<file path="config.mk">
export PLATFORM = sky130hd
export DESIGN_NAME = dmni_mmr_bank_flat
export DESIGN_NICKNAME = d
export VERILOG_FILES = /design/src/rtl/dmni_mmr_bank_if.sv /design/src/rtl/dmni_mmr_bank.sv /design/src/flat_wrapper.sv
export SDC_FILE = /design/constraint.sdc
export NUM_CORES = 1
export LEC_CHECK = 0
export BUFFER_PORTS_ARGS = -buffer_cell sky130_fd_sc_hd__buf_2
export CORE_MARGIN = 2
export CORE_UTILIZATION = 57
export DETAILED_ROUTE_END_ITERATION = 10
export PLACE_DENSITY = 0.81
export SLEW_MARGIN = 40
export SYNTH_ARGS = -nofsm -noshare
export SYNTH_HDL_FRONTEND = slang
export SYNTH_SLANG_ARGS = --single-unit
export TNS_END_PERCENT = 100
</file>
<file path="constraint.sdc">
create_clock -name clk_i -period 6.4 [get_ports clk_i]
set_input_delay 1.28 -clock clk_i [delete_from_list [all_inputs] [get_ports clk_i]]
set_output_delay 1.28 -clock clk_i [all_outputs]
set_load 0.02 [all_outputs]
</file>
<file path="src/rtl/dmni_mmr_bank_if.sv">
// Config, broadcast-receive and channel-control signals of the DMNI register bank.
// The slave modport is the register bank; the master modport is the processor/DMA side.
interface dmni_mmr_bank_if #(
    parameter int N_CH = 2
) ();
    localparam int AW = $clog2(6 + 2 * N_CH);

    logic                   cfg_en_i;
    logic                   cfg_we_i;
    logic [AW-1:0]          cfg_addr_i;
    logic [31:0]            cfg_data_i;
    logic [31:0]            cfg_data_o;
    logic                   br_valid_i;
    logic                   br_ready_o;
    logic [3:0]             br_ksvc_i;
    logic [15:0]            br_seq_source_i;
    logic [15:0]            br_payload_i;
    logic [N_CH-1:0]        ch_start_o;
    logic [32*N_CH-1:0]     ch_size_o;
    logic [32*N_CH-1:0]     ch_addr_o;
    logic [N_CH-1:0]        ch_done_i;
    logic                   irq_o;

    modport slave (
        input  cfg_en_i, cfg_we_i, cfg_addr_i, cfg_data_i,
        input  br_valid_i, br_ksvc_i, br_seq_source_i, br_payload_i,
        input  ch_done_i,
        output cfg_data_o, br_ready_o, ch_start_o, ch_size_o, ch_addr_o, irq_o
    );

    modport master (
        output cfg_en_i, cfg_we_i, cfg_addr_i, cfg_data_i,
        output br_valid_i, br_ksvc_i, br_seq_source_i, br_payload_i,
        output ch_done_i,
        input  cfg_data_o, br_ready_o, ch_start_o, ch_size_o, ch_addr_o, irq_o
    );
endinterface

</file>
<file path="src/rtl/dmni_mmr_bank.sv">
// DMNI memory-mapped register bank: N_CH Hermes DMA channel registers, BR receive FIFO, maskable IRQ.
// Define DMNI_RCV_TIMESTAMP_EN to add the receive-timestamp counter and per-entry timestamp storage.
module dmni_mmr_bank #(
    parameter int N_CH     = 2,
    parameter int BR_DEPTH = 4,
    parameter int TS_WIDTH = 32
) (
    input  logic            clk_i,
    input  logic            rst_ni,
    dmni_mmr_bank_if.slave  bus
);
    localparam int PW = $clog2(BR_DEPTH);

    logic [3:0]      ksvc_mem [BR_DEPTH];
    logic [31:0]     data_mem [BR_DEPTH];
    logic [PW-1:0]   wr_ptr;
    logic [PW-1:0]   rd_ptr;
    logic [PW:0]     count;
    logic [N_CH-1:0] busy;
    logic [N_CH-1:0] start_r;
    logic [N_CH:0]   pend;
    logic [N_CH:0]   mask;
    logic [31:0]     size_r [N_CH];
    logic [31:0]     addr_r [N_CH];
    logic [31:0]     rdata;
    logic [31:0]     rdata_q;
    logic            irq_q;
`ifdef DMNI_RCV_TIMESTAMP_EN
    logic [TS_WIDTH-1:0] ts_cnt;
    logic [TS_WIDTH-1:0] ts_mem [BR_DEPTH];
`endif

    logic [31:0]     a_idx;
    logic            rd_fire;
    logic            wr_fire;
    logic            fifo_nempty;
    logic            fifo_full;
    logic            push;
    logic            pop;
    logic [N_CH-1:0] done_set;
    logic [N_CH:0]   pend_w1c;

    assign a_idx       = 32'(bus.cfg_addr_i);
    assign rd_fire     = bus.cfg_en_i & ~bus.cfg_we_i;
    assign wr_fire     = bus.cfg_en_i & bus.cfg_we_i;
    assign fifo_nempty = (count != '0);
    assign fifo_full   = (count == (PW+1)'(BR_DEPTH));
    assign push        = bus.br_valid_i & ~fifo_full;
    assign pop         = rd_fire & (a_idx == 32'd4) & fifo_nempty;
    assign done_set    = bus.ch_done_i & busy;
    assign pend_w1c    = (wr_fire && a_idx == 32'd1) ? bus.cfg_data_i[N_CH:0] : '0;

    assign bus.br_ready_o = ~fifo_full;
    assign bus.cfg_data_o = rdata_q;
    assign bus.irq_o      = irq_q;
    assign bus.ch_start_o = start_r;

    for (genvar k = 0; k < N_CH; k++) begin : g_ch_out
        assign bus.ch_size_o[32*k +: 32] = size_r[k];
        assign bus.ch_addr_o[32*k +: 32] = addr_r[k];
    end

    // Head-of-FIFO fields read as zero when the FIFO is empty.
    always_comb begin
        rdata = '0;
        case (a_idx)
            32'd0: rdata = 32'({busy, fifo_full, fifo_nempty});
            32'd1: rdata = 32'(pend);
            32'd2: rdata = 32'(mask);
            32'd3: if (fifo_nempty) rdata = 32'(ksvc_mem[rd_ptr]);
            32'd4: if (fifo_nempty) rdata = data_mem[rd_ptr];
`ifdef DMNI_RCV_TIMESTAMP_EN
            32'd5: if (fifo_nempty) rdata = 32'(ts_mem[rd_ptr]);
`endif
            default: begin
                for (int k = 0; k < N_CH; k++) begin
                    if (a_idx == 32'(6 + 2 * k)) rdata = size_r[k];
                    if (a_idx == 32'(7 + 2 * k)) rdata = addr_r[k];
                end
            end
        endcase
    end

    always_ff @(posedge clk_i or negedge rst_ni) begin
        if (!rst_ni) begin
            rdata_q <= '0;
            irq_q   <= 1'b0;
            pend    <= '0;
            mask    <= '0;
        end else begin
            if (rd_fire) rdata_q <= rdata;
            irq_q <= |(pend & mask);
            // New events win over a same-cycle W1C of the same bit.
            pend  <= (pend & ~pend_w1c) | {done_set, push};
            if (wr_fire && a_idx == 32'd2) mask <= bus.cfg_data_i[N_CH:0];
        end
    end

    // A busy channel ignores all writes to its size/address registers until done.
    always_ff @(posedge clk_i or negedge rst_ni) begin
        if (!rst_ni) begin
            busy    <= '0;
            start_r <= '0;
            for (int k = 0; k < N_CH; k++) begin
                size_r[k] <= '0;
                addr_r[k] <= '0;
            end
        end else begin
            start_r <= '0;
            for (int k = 0; k < N_CH; k++) begin
                if (busy[k]) begin
                    if (bus.ch_done_i[k]) busy[k] <= 1'b0;
                end else if (wr_fire && a_idx == 32'(6 + 2 * k)) begin
                    size_r[k] <= bus.cfg_data_i;
                    if (bus.cfg_data_i != '0) begin
                        busy[k]    <= 1'b1;
                        start_r[k] <= 1'b1;
                    end
                end else if (wr_fire && a_idx == 32'(7 + 2 * k)) begin
                    addr_r[k] <= bus.cfg_data_i;
                end
            end
        end
    end

    always_ff @(posedge clk_i or negedge rst_ni) begin
        if (!rst_ni) begin
            wr_ptr <= '0;
            rd_ptr <= '0;
            count  <= '0;
            for (int i = 0; i < BR_DEPTH; i++) begin
                ksvc_mem[i] <= '0;
                data_mem[i] <= '0;
            end
        end else begin
            if (push) begin
                ksvc_mem[wr_ptr] <= bus.br_ksvc_i;
                data_mem[wr_ptr] <= {bus.br_seq_source_i, bus.br_payload_i};
                wr_ptr           <= wr_ptr + 1'b1;
            end
            if (pop) rd_ptr <= rd_ptr + 1'b1;
            case ({push, pop})
                2'b10:   count <= count + 1'b1;
                2'b01:   count <= count - 1'b1;
                default: count <= count;
            endcase
        end
    end

`ifdef DMNI_RCV_TIMESTAMP_EN
    always_ff @(posedge clk_i or negedge rst_ni) begin
        if (!rst_ni) begin
            ts_cnt <= '0;
            for (int i = 0; i < BR_DEPTH; i++) ts_mem[i] <= '0;
        end else begin
            ts_cnt <= ts_cnt + 1'b1;
            if (push) ts_mem[wr_ptr] <= ts_cnt;
        end
    end
`endif
endmodule
</file>
<file path="src/flat_wrapper.sv">
// flat-port wrapper written by rule: the top's interface ports become plain ports
module dmni_mmr_bank_flat 
#(
    parameter int N_CH     = 2,
    parameter int BR_DEPTH = 4,
    parameter int TS_WIDTH = 32
)
  (clk_i, rst_ni, bus_cfg_en_i, bus_cfg_we_i, bus_cfg_addr_i, bus_cfg_data_i, bus_br_valid_i, bus_br_ksvc_i, bus_br_seq_source_i, bus_br_payload_i, bus_ch_done_i, bus_cfg_data_o, bus_br_ready_o, bus_ch_start_o, bus_ch_size_o, bus_ch_addr_o, bus_irq_o);
  dmni_mmr_bank_if #(.N_CH(N_CH)) bus_i ();
  input  logic clk_i;
  input  logic rst_ni;
  input wire logic [$bits(bus_i.cfg_en_i)-1:0] bus_cfg_en_i;
  input wire logic [$bits(bus_i.cfg_we_i)-1:0] bus_cfg_we_i;
  input wire logic [$bits(bus_i.cfg_addr_i)-1:0] bus_cfg_addr_i;
  input wire logic [$bits(bus_i.cfg_data_i)-1:0] bus_cfg_data_i;
  input wire logic [$bits(bus_i.br_valid_i)-1:0] bus_br_valid_i;
  input wire logic [$bits(bus_i.br_ksvc_i)-1:0] bus_br_ksvc_i;
  input wire logic [$bits(bus_i.br_seq_source_i)-1:0] bus_br_seq_source_i;
  input wire logic [$bits(bus_i.br_payload_i)-1:0] bus_br_payload_i;
  input wire logic [$bits(bus_i.ch_done_i)-1:0] bus_ch_done_i;
  output wire logic [$bits(bus_i.cfg_data_o)-1:0] bus_cfg_data_o;
  output wire logic [$bits(bus_i.br_ready_o)-1:0] bus_br_ready_o;
  output wire logic [$bits(bus_i.ch_start_o)-1:0] bus_ch_start_o;
  output wire logic [$bits(bus_i.ch_size_o)-1:0] bus_ch_size_o;
  output wire logic [$bits(bus_i.ch_addr_o)-1:0] bus_ch_addr_o;
  output wire logic [$bits(bus_i.irq_o)-1:0] bus_irq_o;
  assign bus_i.cfg_en_i = bus_cfg_en_i;
  assign bus_i.cfg_we_i = bus_cfg_we_i;
  assign bus_i.cfg_addr_i = bus_cfg_addr_i;
  assign bus_i.cfg_data_i = bus_cfg_data_i;
  assign bus_i.br_valid_i = bus_br_valid_i;
  assign bus_i.br_ksvc_i = bus_br_ksvc_i;
  assign bus_i.br_seq_source_i = bus_br_seq_source_i;
  assign bus_i.br_payload_i = bus_br_payload_i;
  assign bus_i.ch_done_i = bus_ch_done_i;
  assign bus_cfg_data_o = bus_i.cfg_data_o;
  assign bus_br_ready_o = bus_i.br_ready_o;
  assign bus_ch_start_o = bus_i.ch_start_o;
  assign bus_ch_size_o = bus_i.ch_size_o;
  assign bus_ch_addr_o = bus_i.ch_addr_o;
  assign bus_irq_o = bus_i.irq_o;
  dmni_mmr_bank #(.N_CH(N_CH), .BR_DEPTH(BR_DEPTH), .TS_WIDTH(TS_WIDTH)) u_core (.clk_i(clk_i), .rst_ni(rst_ni), .bus(bus_i));
endmodule
</file>
**Yosys cells after proc, flatten, opt, wreduce, memory -nomap -nowiden**

Cells that the tools add are included.

- Register bits after elaboration: 322
- Output and inout port bits: 164
- Logic and storage cells: 103
- Input bits: 79

- $add $sub $neg: 4
- Equality and inequality tests: 11
- Bitwise gates (word level): 18
- Mux-type cells: 30
- $lt $le $gt $ge: 3
- Reduce and logical (&&, ||, !) cells: 16

Operators with widths:

| kind | count |
|---|---|
| two-way mux 32 bit | 8 |
| case mux 32 bit (5 select lines) | 1 |
| bitwise mux 128 bit | 1 |
| binary-select mux 32 bit (select 2 bit) | 1 |
| demux 32 bit (select 2 bit) | 1 |
| zero test 32 bit | 1 |
| nonzero test 32 bit | 1 |
| bitwise mux 16 bit | 1 |
| two-way mux 4 bit | 4 |
| equality test 4 x 3 -> 1 bit (second input constant) | 3 |
| two-way mux 1 bit | 9 |
| binary-select mux 4 bit (select 2 bit) | 1 |
| demux 4 bit (select 2 bit) | 1 |
| equality test 4 x 2 -> 1 bit (second input constant) | 2 |
| equality test 4 bit (second input constant) | 2 |
| logical AND 1 bit | 7 |
| bitwise AND 3 bit | 2 |
| >= comparator 3 bit (second input constant) | 2 |
| inverter 1 bit | 6 |
| inverter 2 -> 3 bit | 2 |
| case mux 3 bit (2 select lines) | 1 |
| AND reduction 3 bit | 2 |
| bitwise AND 1 bit | 5 |
| adder 2 x 1 -> 2 bit (second input constant) | 2 |
| other kinds (15) | 16 |

**Logic depth before layout (Yosys ltp)**

Gate-level depths: netlist (run 1).

- Depth after elaboration: 6
- Gate-level depth with buffers: 10
- Mapped depth without buffers: 9

**Worst setup path before layout (run 1)**

No wires, ideal clock.

- Path type: input to register
- Start: input port bus_cfg_addr_i[1]
- End: register u_core.count[1]
- Path slack: 3.284 ns
- Required time: 6.275 ns
- Path buffers: 2
- Arrival time: 2.992 ns
- Setup time: 0.125 ns
- Cell stages on the path: 8
- Cells stage by stage: buf_2 > nor2_4 > nand2_1 > nor3_1 > buf_2 > ha_1 > fa_1 > mux2_2

- Longest elaborated chain between the ends: 5
- Elaborated cells between the ends (all ways): 7
- Classes of those cells: eq/ne (3); mux (1); bitwise (2); reduce/logical (1)

Ends and longest elaborated chain:

| what | line | source |
|---|---|---|
| start, declared | flat_wrapper.sv:14 | `input wire logic [$bits(bus_i.cfg_addr_i)-1:0] bus_cfg_addr_i;` |
| equality test 4 x 3 -> 1 bit * | dmni_mmr_bank.sv:49 | `assign pop = rd_fire & (a_idx == 32'd4) & fifo_nempty;` |
| bitwise AND 1 bit * (2 in series) | dmni_mmr_bank.sv:49 |  |
| net u_core.pop | dmni_mmr_bank.sv:39 | `logic pop;` |
| equality test 2 x 1 -> 1 bit / equality test 2 bit (equally long branches) | dmni_mmr_bank.sv:142 | `case ({push, pop})` |
| case mux 3 bit (2 select lines) / nonzero test 2 bit (equally long branches) | -- |  |
| end signal, assigned | dmni_mmr_bank.sv:143 | `2'b10: count <= count + 1'b1;` |
| end signal, assigned | dmni_mmr_bank.sv:144 | `2'b01: count <= count - 1'b1;` |
| end signal, assigned | dmni_mmr_bank.sv:145 | `default: count <= count;` |
| end, declared | dmni_mmr_bank.sv:18 | `logic [PW:0] count;` |

The timed path passes the listed nets; every way through them passes the cells marked *.
A chain may end at the register's enable or synchronous reset.

**Worst setup path after layout (run 1)**

- Start: input port bus_cfg_addr_i[0]
- End: register u_core.addr_r (netlist bit u_core.bus.ch_addr_o[31])

- Longest elaborated chain between the ends: 4
- Elaborated cells between the ends (all ways): 6
- Classes of those cells: eq/ne (2); bitwise (1); reduce/logical (3)

Ends and longest elaborated chain:

| what | line | source |
|---|---|---|
| equality test 4 x 3 -> 1 bit | dmni_mmr_bank.sv:113 | `end else if (wr_fire && a_idx == 32'(6 + 2 * k)) begin` |
| logical AND 1 bit | dmni_mmr_bank.sv:113 |  |
| inverter 1 bit (no line) | -- |  |
| AND reduction 3 bit (no line) * | -- |  |
| end signal, assigned by index | dmni_mmr_bank.sv:120 | `addr_r[k] <= bus.cfg_data_i;` |
| end, declared | dmni_mmr_bank.sv:24 | `logic [31:0] addr_r [N_CH];` |

Every way passes the cells marked *; elsewhere a longest branch is shown, timed or not.

==> reports/metrics.yaml, run 1 <==
setup_path:
  rr_worst_depth: 9
  r2r_end: "u_core.count[2]"
  ff2ff_setup_slack_ns: 3.91
  cp_slowest_cell: "and3_2"
  cp-start-kind: "input port"
  critPathArrivalTime_ns: 3.58
  slowest_delay_ns: 0.67
  worstSetupPathType: "input port to flip-flop"
  critPathBufInv: 2
  required_ns: 6.77
  crit_path_end_kind: "flip-flop"
  r2r-start: "u_core.count[0]"
  cp_max_fo: 32
  cp-startpoint: "bus_cfg_addr_i[0]"
  cp_cell_sequence: "buf_2, and3_2, nor3b_4, buf_4, mux2_1"
  crit_family: "buffers and inverters"
sta:
  slew_headroom_pct: 56.5
  rsz0062_at_grt: "no"
  worst_slack_ns: 3.19
  fin_worst_skew_ns: 0.0144
  period_needed_ns: 3.21
  final_max_slew_viol_count: 0
  final_hold_viol_count: 0
  setup_viol: 0
  clock.fmax_mhz: 311
  fin_crit_sh_pct: 50.2
  worst_slew_pin_slew_ns: 0.652
  setup_tns_ns: 0
placed_design:
  io_buffer_count: 242
  gp_congestion: 0.924
  dp_hpwl_mm: 24.4
  pre_cts_ws_ns: 2.71
  dp.cells: 1470
yosys:
  synth-async-reset-ratio_pct: 100
  synth_top_area_cell: "dfrtp_1"
  synth_edf_count: 0
  syn-num-nets: 1038
  ys_seq_elements: 322
  yosysMostFrequentCell: "dfrtp_1"
  ys_top_cells_by_area: "dfrtp_1, mux2_2, mux4_2, mux2_1, a221o_1"
  synth_top_cell_area_share_pct: 57.2
  syn_inst: 953
  netlist_area_um2: 14100
  synthTopCellsByCount: "dfrtp_1, mux2_2, nand2_1"
  yosysUniqueCellTypes: 57
  yosys_warnings: 0
  synth-main-ff-cell: "dfrtp_1"
  postSynthAreaPerCell_um2: 14.8
  seq_area_frac_synth_pct: 57.2
drt:
  drc_errors: 0
  ant_nets: 0
  vias_per_cell: 6.18
  wl_per_cell_um: 23.7
  dr.pass1.iters: 6
  finalWirelength_mm: 36.3
  vias: 9479
  drtIter0Drc: 975
power:
  power.density_nw_per_um2: 446
  finalPower_mw: 7.49
  vdd_drop_max_v: 0.000186
  p_leak_nw: 7.79
clocking:
  clock-sinks: 322
  cts_made_buffers: 34
  ctsResizeCount: 0
  cts_hold_buf: 0
  clock_latency_ns: 0.51
  clk_pin_slew_ns: 0.06
  cts_root_buf: "clkbuf_16"
  clock_path_buffers: 3
  post_cts_buffers: 0
  cts_max_level: 2
  cts_tree: "built"
finish:
  fin_nets: 1267
  multi_input_area_um2: 5690
  syn_to_final_growth_pct: 19.3
  fillers: 1652
  fin_cells: 1533
  utilization_pct: 69.3
  final-seq-area_um2: 8060
  drive_above_1_share_pct: 50.6
hold_path:
  min_from: "u_core.data_mem[54]"
  min_path_cells: 1
  worstHoldEndpoint: "u_core.data_mem[54]"
  hold_class: "flip-flop to flip-flop"
run_status:
  run_status: "completed"
global_route:
  grt_max_degree: 96
  grt_pass1_wl_mm: 55.7
  antenna_found_initial: 6
  grt_usage_pct: 27.7
  grt_overflow: 0
  first_global_vias: 9646
floorplan:
  rows: 57
  die-area_um2: 26000
  die_w_um: 161
  ios: 243
  start_util_pct: 58.0
  core_um2: 24200
  dieHeight_um: 161
run:
  maxCapViolCount: 0
-- final cells by class --
type,count,share of cell area (%)
Timing Repair Buffer,255,8.09
Tap cell,324,2.41
Antenna cell,3,0.0447
Multi-Input combinational cell,560,33.9
Inverter,9,0.201
Clock buffer,44,5.97
Sequential cell,322,48.0
Clock inverter,16,1.45
-- worst max path at each step --
stage,endpoint,slack (ns),cells after the start
finish,u_core.bus.ch_addr_o[31],3.19,5
detailed placement,u_core.bus.ch_addr_o[22],2.71,5
global placement,u_core.bus.ch_addr_o[1],2.43,5
CTS,u_core.bus.ch_addr_o[31],3.22,5
floorplan,u_core.count[1],3.28,8
global route,u_core.bus.ch_addr_o[16],3.11,5
-- flip-flops by register name, summed over array words and instances, names as in the netlist --
name,count
u_core.data_mem,128
u_core.bus.ch_addr_o,64
u_core.bus.ch_size_o,64
u_core.bus.cfg_data_o,32
u_core.ksvc_mem,16
u_core.count,3
u_core.mask,3
u_core.pend,3
u_core.bus.ch_start_o,2
u_core.busy,2
u_core.rd_ptr,2
u_core.wr_ptr,2
u_core.bus.irq_o,1
-- report_power, final --
part           switching [mW]  internal (mW)  leakage [nW]
clock                   0.798           1.35         0.617
sequential              0.429           2.73          4.00
combinational            1.05           1.14          3.17
total                    2.27           5.22          7.79
-- layout by cell type (no fill, tap or decap), types with 17 or more instances in the layout --
cell and n:
mux2_1 34, clkbuf_16 37, dfrtp_1 321, buf_2 241
a222oi_1 24, mux2_2 244, mux4_2 34, nand2_1 45
a221o_1 24, a21oi_1 32, nor2_1 17
-- per-layer routing --
layer | vias to the layer above | global-route usage, % | share of wire [%]
li1 | 4060 | - | -
met1 | 4877 | 39.3 | 42
met2 | 440 | 42.9 | 46
met3 | 94 | 5.55 | 7.7
met4 | 8 | 10.7 | 3.7
met5 | - | 0 | 0.14
-- stage by stage --
| stage | cell area (um^2) | hold WS [ns] |
|---|---|---|
| after floorplan | 14100 | 0.464 |
| after global placement | 15500 | 0.482 |
| after detailed placement | 15500 | 0.489 |
| after CTS | 16800 | 0.502 |
| after global routing | 16800 | 0.513 |
| final | 16800 | 0.499 |
-- kinds of logic (layout without fill, tap and decap cells) --
logic type | count (synthesis) | after routing | share of synthesized area [%]
xor+xnor | 6 | 6 | 0.373
fa+ha+maj | 6 | 6 | 0.587
buf+inv | 71 | 324 | 2.67
other cells | 0 | 3 | 0
mux | 321 | 321 | 28.3
flops | 322 | 322 | 57.2
simple gates | 105 | 105 | 3.96
compound gates | 122 | 122 | 6.85
No activity file was read; power rests on OpenSTA's default activity.
==> run 2, diff against run 1 <==
CORE_UTILIZATION = 51   (was 57)
PLACE_DENSITY = 0.77   (was 0.81)
clock period = 2.8 ns   (was 6.4 ns; I/O delays follow)
==> run 2 against run 1 <==
Against the previous run:
- the run now ends with negative hold slack left
- utilization fell by 6.3 points
- sequential power rose by 130%
- non-clock buffer count rose by 16
- clock-buffer cell count rose by 3
- sequential share of layout area fell by 0.61 points
- critical path depth rose by 4
- via count rose by 2.7%
==> reports/metrics.yaml, run 2 (synthesis results as in run 1) <==
clocking:
  post_cts_buffers: 0
  cts_root_buf: "clkbuf_16"
  clk_pin_slew_ns: 0.06
  clock_path_buffers: 3
  ctsResizeCount: 0
  clock_latency_ns: 0.51
  clock-sinks: 322
  cts_made_buffers: 34
  cts_max_level: 2
  cts_hold_buf: 0
  cts_tree: "built"
setup_path:
  cp_max_fo: 8
  cp-start-kind: "flip-flop"
  crit_family: "simple AND/OR/NAND/NOR gates"
  cp_slowest_cell: "dfrtp_1"
  critPathArrivalTime_ns: 2.64
  critPathBufInv: 1
  worstSetupPathType: "flip-flop to flip-flop"
  cp_cell_sequence: "nor2_1, nand2_1, and2_1, inv_1, ha_1, fa_1, xnor2_1, nor2_1, xor2_1"
  slowest_delay_ns: 0.43
  crit_path_end_kind: "flip-flop"
  critPathMostFrequentCell: "nor2_1"
  required_ns: 3.19
global_route:
  grt_max_degree: 68
  grt_usage_pct: 26.8
  antenna_found_initial: 14
  grt_pass1_wl_mm: 59.1
  first_global_vias: 9606
  grt_overflow: 0
floorplan:
  rows: 60
  dieHeight_um: 170
  die-area_um2: 28900
  core_um2: 27000
  die_w_um: 170
  start_util_pct: 52.1
  ios: 243
sta:
  setup_tns_ns: 0
  period_needed_ns: 2.26
  final_max_slew_viol_count: 0
  worst_slew_pin_slew_ns: 0.635
  rsz0062_at_grt: "no"
  setup_viol: 0
  final_hold_viol_count: 5
  fin_crit_sh_pct: 80.7
  fin_worst_skew_ns: 0.0175
  clock.fmax_mhz: 443
  slew_headroom_pct: 57.1
  whs_ns: -0.00929
run_status:
  violations: "negative hold slack"
  run_status: "finished with violations"
drt:
  vias_per_cell: 6.19
  drtIter0Drc: 1020
  vias: 9738
  finalWirelength_mm: 38.9
  drc_errors: 0
  ant_nets: 0
  dr.pass1.iters: 6
  wl_per_cell_um: 24.7
finish:
  syn_to_final_growth_pct: 20.9
  fin_nets: 1283
  final_cell_area_um2: 17000
  final_common_cell: "dfrtp_1"
  largest_reg_flops: 128
  drive_above_1_share_pct: 51.0
  top_register: "u_core.data_mem"
  final_cell_mix: "dfrtp_1, mux2_2, buf_2"
power:
  vdd_drop_max_v: 0.000454
  switching_power_mw: 5.34
  p_seq_share_pct: 42.5
  p_clk_share_pct: 27.9
  pwr-share-comb_pct: 29.5
  swShare_pct: 31.0
  p_leak_nw: 7.86
  power.density_nw_per_um2: 1010
  p_int_mw: 11.9
placed_design:
  dpl_cell_area_um2: 15800
  io_buffer_count: 242
  gp_congestion: 0.950
  dp_hpwl_mm: 26.9
hold_path:
  hold_class: "input port to asynchronous set/reset pin"
run:
  maxCapViolCount: 0
[run 2: path summary, 6_finish.rpt]
kind | cells after the start | endpoint | start | slack (ns)
hold reg to reg | 2 | u_core.bus.cfg_data_o[4] | u_core.bus.cfg_data_o[4] | 0.49
setup reg to reg | 9 | u_core.count[2] | u_core.count[1] | 0.54
hold / removal | 1 | u_core.data_mem[67] | rst_ni | -0.009
max in group asynchronous | 2 | u_core.bus.ch_addr_o[22] | rst_ni | 2.02
min in group clk_i | 2 | u_core.busy[1] | bus_ch_done_i[1] | 0.28
setup / recovery | 9 | u_core.count[2] | u_core.count[1] | 0.54
[run 2: area by class of cell]
cell class,count,area (um^2)
clock inverter,14,176
fill,2008,10000
tap,341,427
timing repair buffer,271,1600
clock buffer,47,1030
multi-input combinational,560,5660
antenna,10,25.0
inverter,9,33.8
sequential,322,8060
[run 2: metrics by stage]
stage	cells	setup slack, ns	power [mW]	utilization [%]
global placement	1503	0.504	12.2	58.4
detailed placement	1503	0.462	12.4	58.4
finish	1574	0.541	17.2	63.0
floorplan	953	0.404	10.6	-
global route	1567	0.365	18.0	62.9
CTS	1564	0.557	17.3	62.9
[run 2: layer usage]
layer / global-route usage [%] / vias to the layer above / wire length [um]
met2: 40.5 / 498 / 17900
met3: 6.77 / 108 / 3410
met4: 9.62 / 4 / 1430
met5: 0 / - / 21
li1: - / 4117 / -
met1: 37.7 / 5011 / 16200
[run 2: power by group through the flow]
stage          Clock (mW)  Sequential (mW)  Combinational, mW
3_5_place_dp            0             7.34               5.09
2_1_floorplan           0             7.46               3.17
6_report             4.81             7.32               5.08
3_3_place_gp            0             7.26               4.93
5_1_grt              5.08             7.49               5.41
4_1_cts              4.87             7.29               5.12
==> run 3, diff against run 2 <==
clock period = 2.01 ns   (was 2.8 ns; I/O delays follow)
==> run 3 against run 2 <==
Against the previous run:
- the run now ends clean
- flip-flop and latch count unchanged
- clock-buffer cell count unchanged
- fmax up 17%
- clock skew down 0.0021 ns
- combinational power up 41%
- non-clock buffer count up 40
- critical path type unchanged
==> reports/metrics.yaml, run 3 (synthesis results as in run 1) <==
finish:
  final_cell_mix: "dfrtp_1, mux2_2, buf_2"
  fin_cells: 1605
  drive_above_1_share_pct: 52.9
  syn_to_final_growth_pct: 23.4
  final_common_cell: "dfrtp_1"
  top_register: "u_core.data_mem"
  largest_reg_flops: 128
  utilization_pct: 64.3
  multi_input_area_um2: 5700
  final-seq-area_um2: 8060
  fin_nets: 1323
  fillers: 2002
sta:
  worst_slew_pin_slew_ns: 0.619
  clock.fmax_mhz: 516
  rsz0062_at_grt: "no"
  period_needed_ns: 1.94
  fin_crit_sh_pct: 96.4
  setup_viol: 0
  final_hold_viol_count: 0
  fin_worst_skew_ns: 0.0154
  slew_headroom_pct: 58.7
  setup_tns_ns: 0
  worst_slack_ns: 0.0731
  final_max_slew_viol_count: 0
clocking:
  cts_max_level: 2
  clk_pin_slew_ns: 0.06
  clock-sinks: 322
  cts_root_buf: "clkbuf_16"
  clock_path_buffers: 3
  cts_made_buffers: 34
  cts_tree: "built"
  clock_latency_ns: 0.51
setup_path:
  critPathArrivalTime_ns: 2.34
  crit_path_end_kind: "flip-flop"
  cp_slowest_cell: "dfrtp_2"
  worstSetupPathType: "flip-flop to flip-flop"
  slowest_delay_ns: 0.44
  critPathBufInv: 1
  cp_cell_sequence: "nor2_1, nand2_2, and2_4, inv_1, ha_4, fa_1, mux2_4"
  crit_family: "adder cells"
  cp-start-kind: "flip-flop"
  cp_max_fo: 5
  required_ns: 2.41
placed_design:
  io_buffer_count: 242
  pre_cts_ws_ns: -0.0748
  gp_congestion: 0.927
  dp.cells: 1538
  dp_hpwl_mm: 27.1
drt:
  wl_per_cell_um: 23.9
  vias_per_cell: 6.03
  drc_errors: 0
  vias: 9682
  drtIter0Drc: 901
  dr.pass1.iters: 7
  ant_nets: 0
  finalWirelength_mm: 38.4
floorplan:
  start_util_pct: 52.1
  rows: 60
  die-area_um2: 28900
  dieHeight_um: 170
  ios: 243
  die_w_um: 170
  core_um2: 27000
power:
  pwr-share-comb_pct: 30.2
  p_seq_share_pct: 42.8
  power.density_nw_per_um2: 1360
  switching_power_mw: 7.19
  vdd_drop_max_v: 0.000675
  p_leak_nw: 8.06
  p_clk_share_pct: 27.0
  swShare_pct: 30.4
  p_int_mw: 16.5
run:
  maxCapViolCount: 0
global_route:
  grt_max_degree: 70
  first_global_vias: 9753
  grt_overflow: 0
  antenna_found_initial: 7
  grt_pass1_wl_mm: 58.9
  grt_usage_pct: 26.6
run_status:
  run_status: "completed"
hold_path:
  hold_class: "input port to flip-flop"
## run 3: path summary, 6_finish.rpt
| path | from | endpoint | slack, ns | cells past startpoint |
|---|---|---|---|---|
| min in group asynchronous | rst_ni | u_core.ksvc_mem[7] | 0.37 | 2 |
| worst min register to register | u_core.data_mem[41] | u_core.data_mem[41] | 0.50 | 1 |
| worst max register to register | u_core.count[1] | u_core.count[1] | 0.07 | 7 |
| max in group asynchronous | rst_ni | u_core.bus.ch_addr_o[19] | 0.94 | 3 |
| worst max-delay path | u_core.count[1] | u_core.count[1] | 0.07 | 7 |
| worst min-delay path | bus_ch_done_i[1] | u_core.busy[1] | 0.09 | 2 |
## run 3: cell type report
| type | count | share of cell area (%) |
|---|---|---|
| Tap cell | 341 | 2.46 |
| Inverter | 9 | 0.195 |
| Antenna cell | 3 | 0.0432 |
| Multi-Input combinational cell | 560 | 32.8 |
| Timing Repair Buffer | 311 | 11.5 |
| Clock inverter | 12 | 0.836 |
| Clock buffer | 47 | 5.76 |
| Sequential cell | 322 | 46.4 |
## run 3: power by group through the flow
stage	Combinational (mW)	Sequential [mW]	Clock (mW)
after floorplan	4.45	10.4	0
after detailed placement	7.11	10.2	0
after global routing	7.66	10.3	6.78
after global placement	6.87	10.1	0
after CTS	7.13	10.1	6.49
final	7.16	10.1	6.39
## run 3: timing repair
item,CTS,global route
hold endpoints to repair,31,0
gates resized for setup,0,5
hold buffers,1,0
endpoints found under the setup margin,0,20
buffers inserted,0,4
## run 3: stage by stage
step | power, mW | hold slack (ns) | cell area, um^2
detailed placement | 17.3 | 0.310 | 16200
floorplan | 14.9 | 0.106 | 14100
global placement | 17.0 | 0.306 | 16200
global route | 24.8 | 0.0961 | 17400
CTS | 23.7 | 0.0749 | 17300
finish | 23.7 | 0.0862 | 17400
## run 3: per-layer routing
metal / share of wire, % / vias up / routed length, um / global-route usage, %
li1: - / 4194 / - / -
met1: 43 / 4996 / 16600 / 36.8
met2: 46 / 395 / 17900 / 41.6
met3: 7.0 / 91 / 2670 / 6.00
met4: 3.4 / 6 / 1300 / 9.48
met5: 0.11 / - / 41 / 0
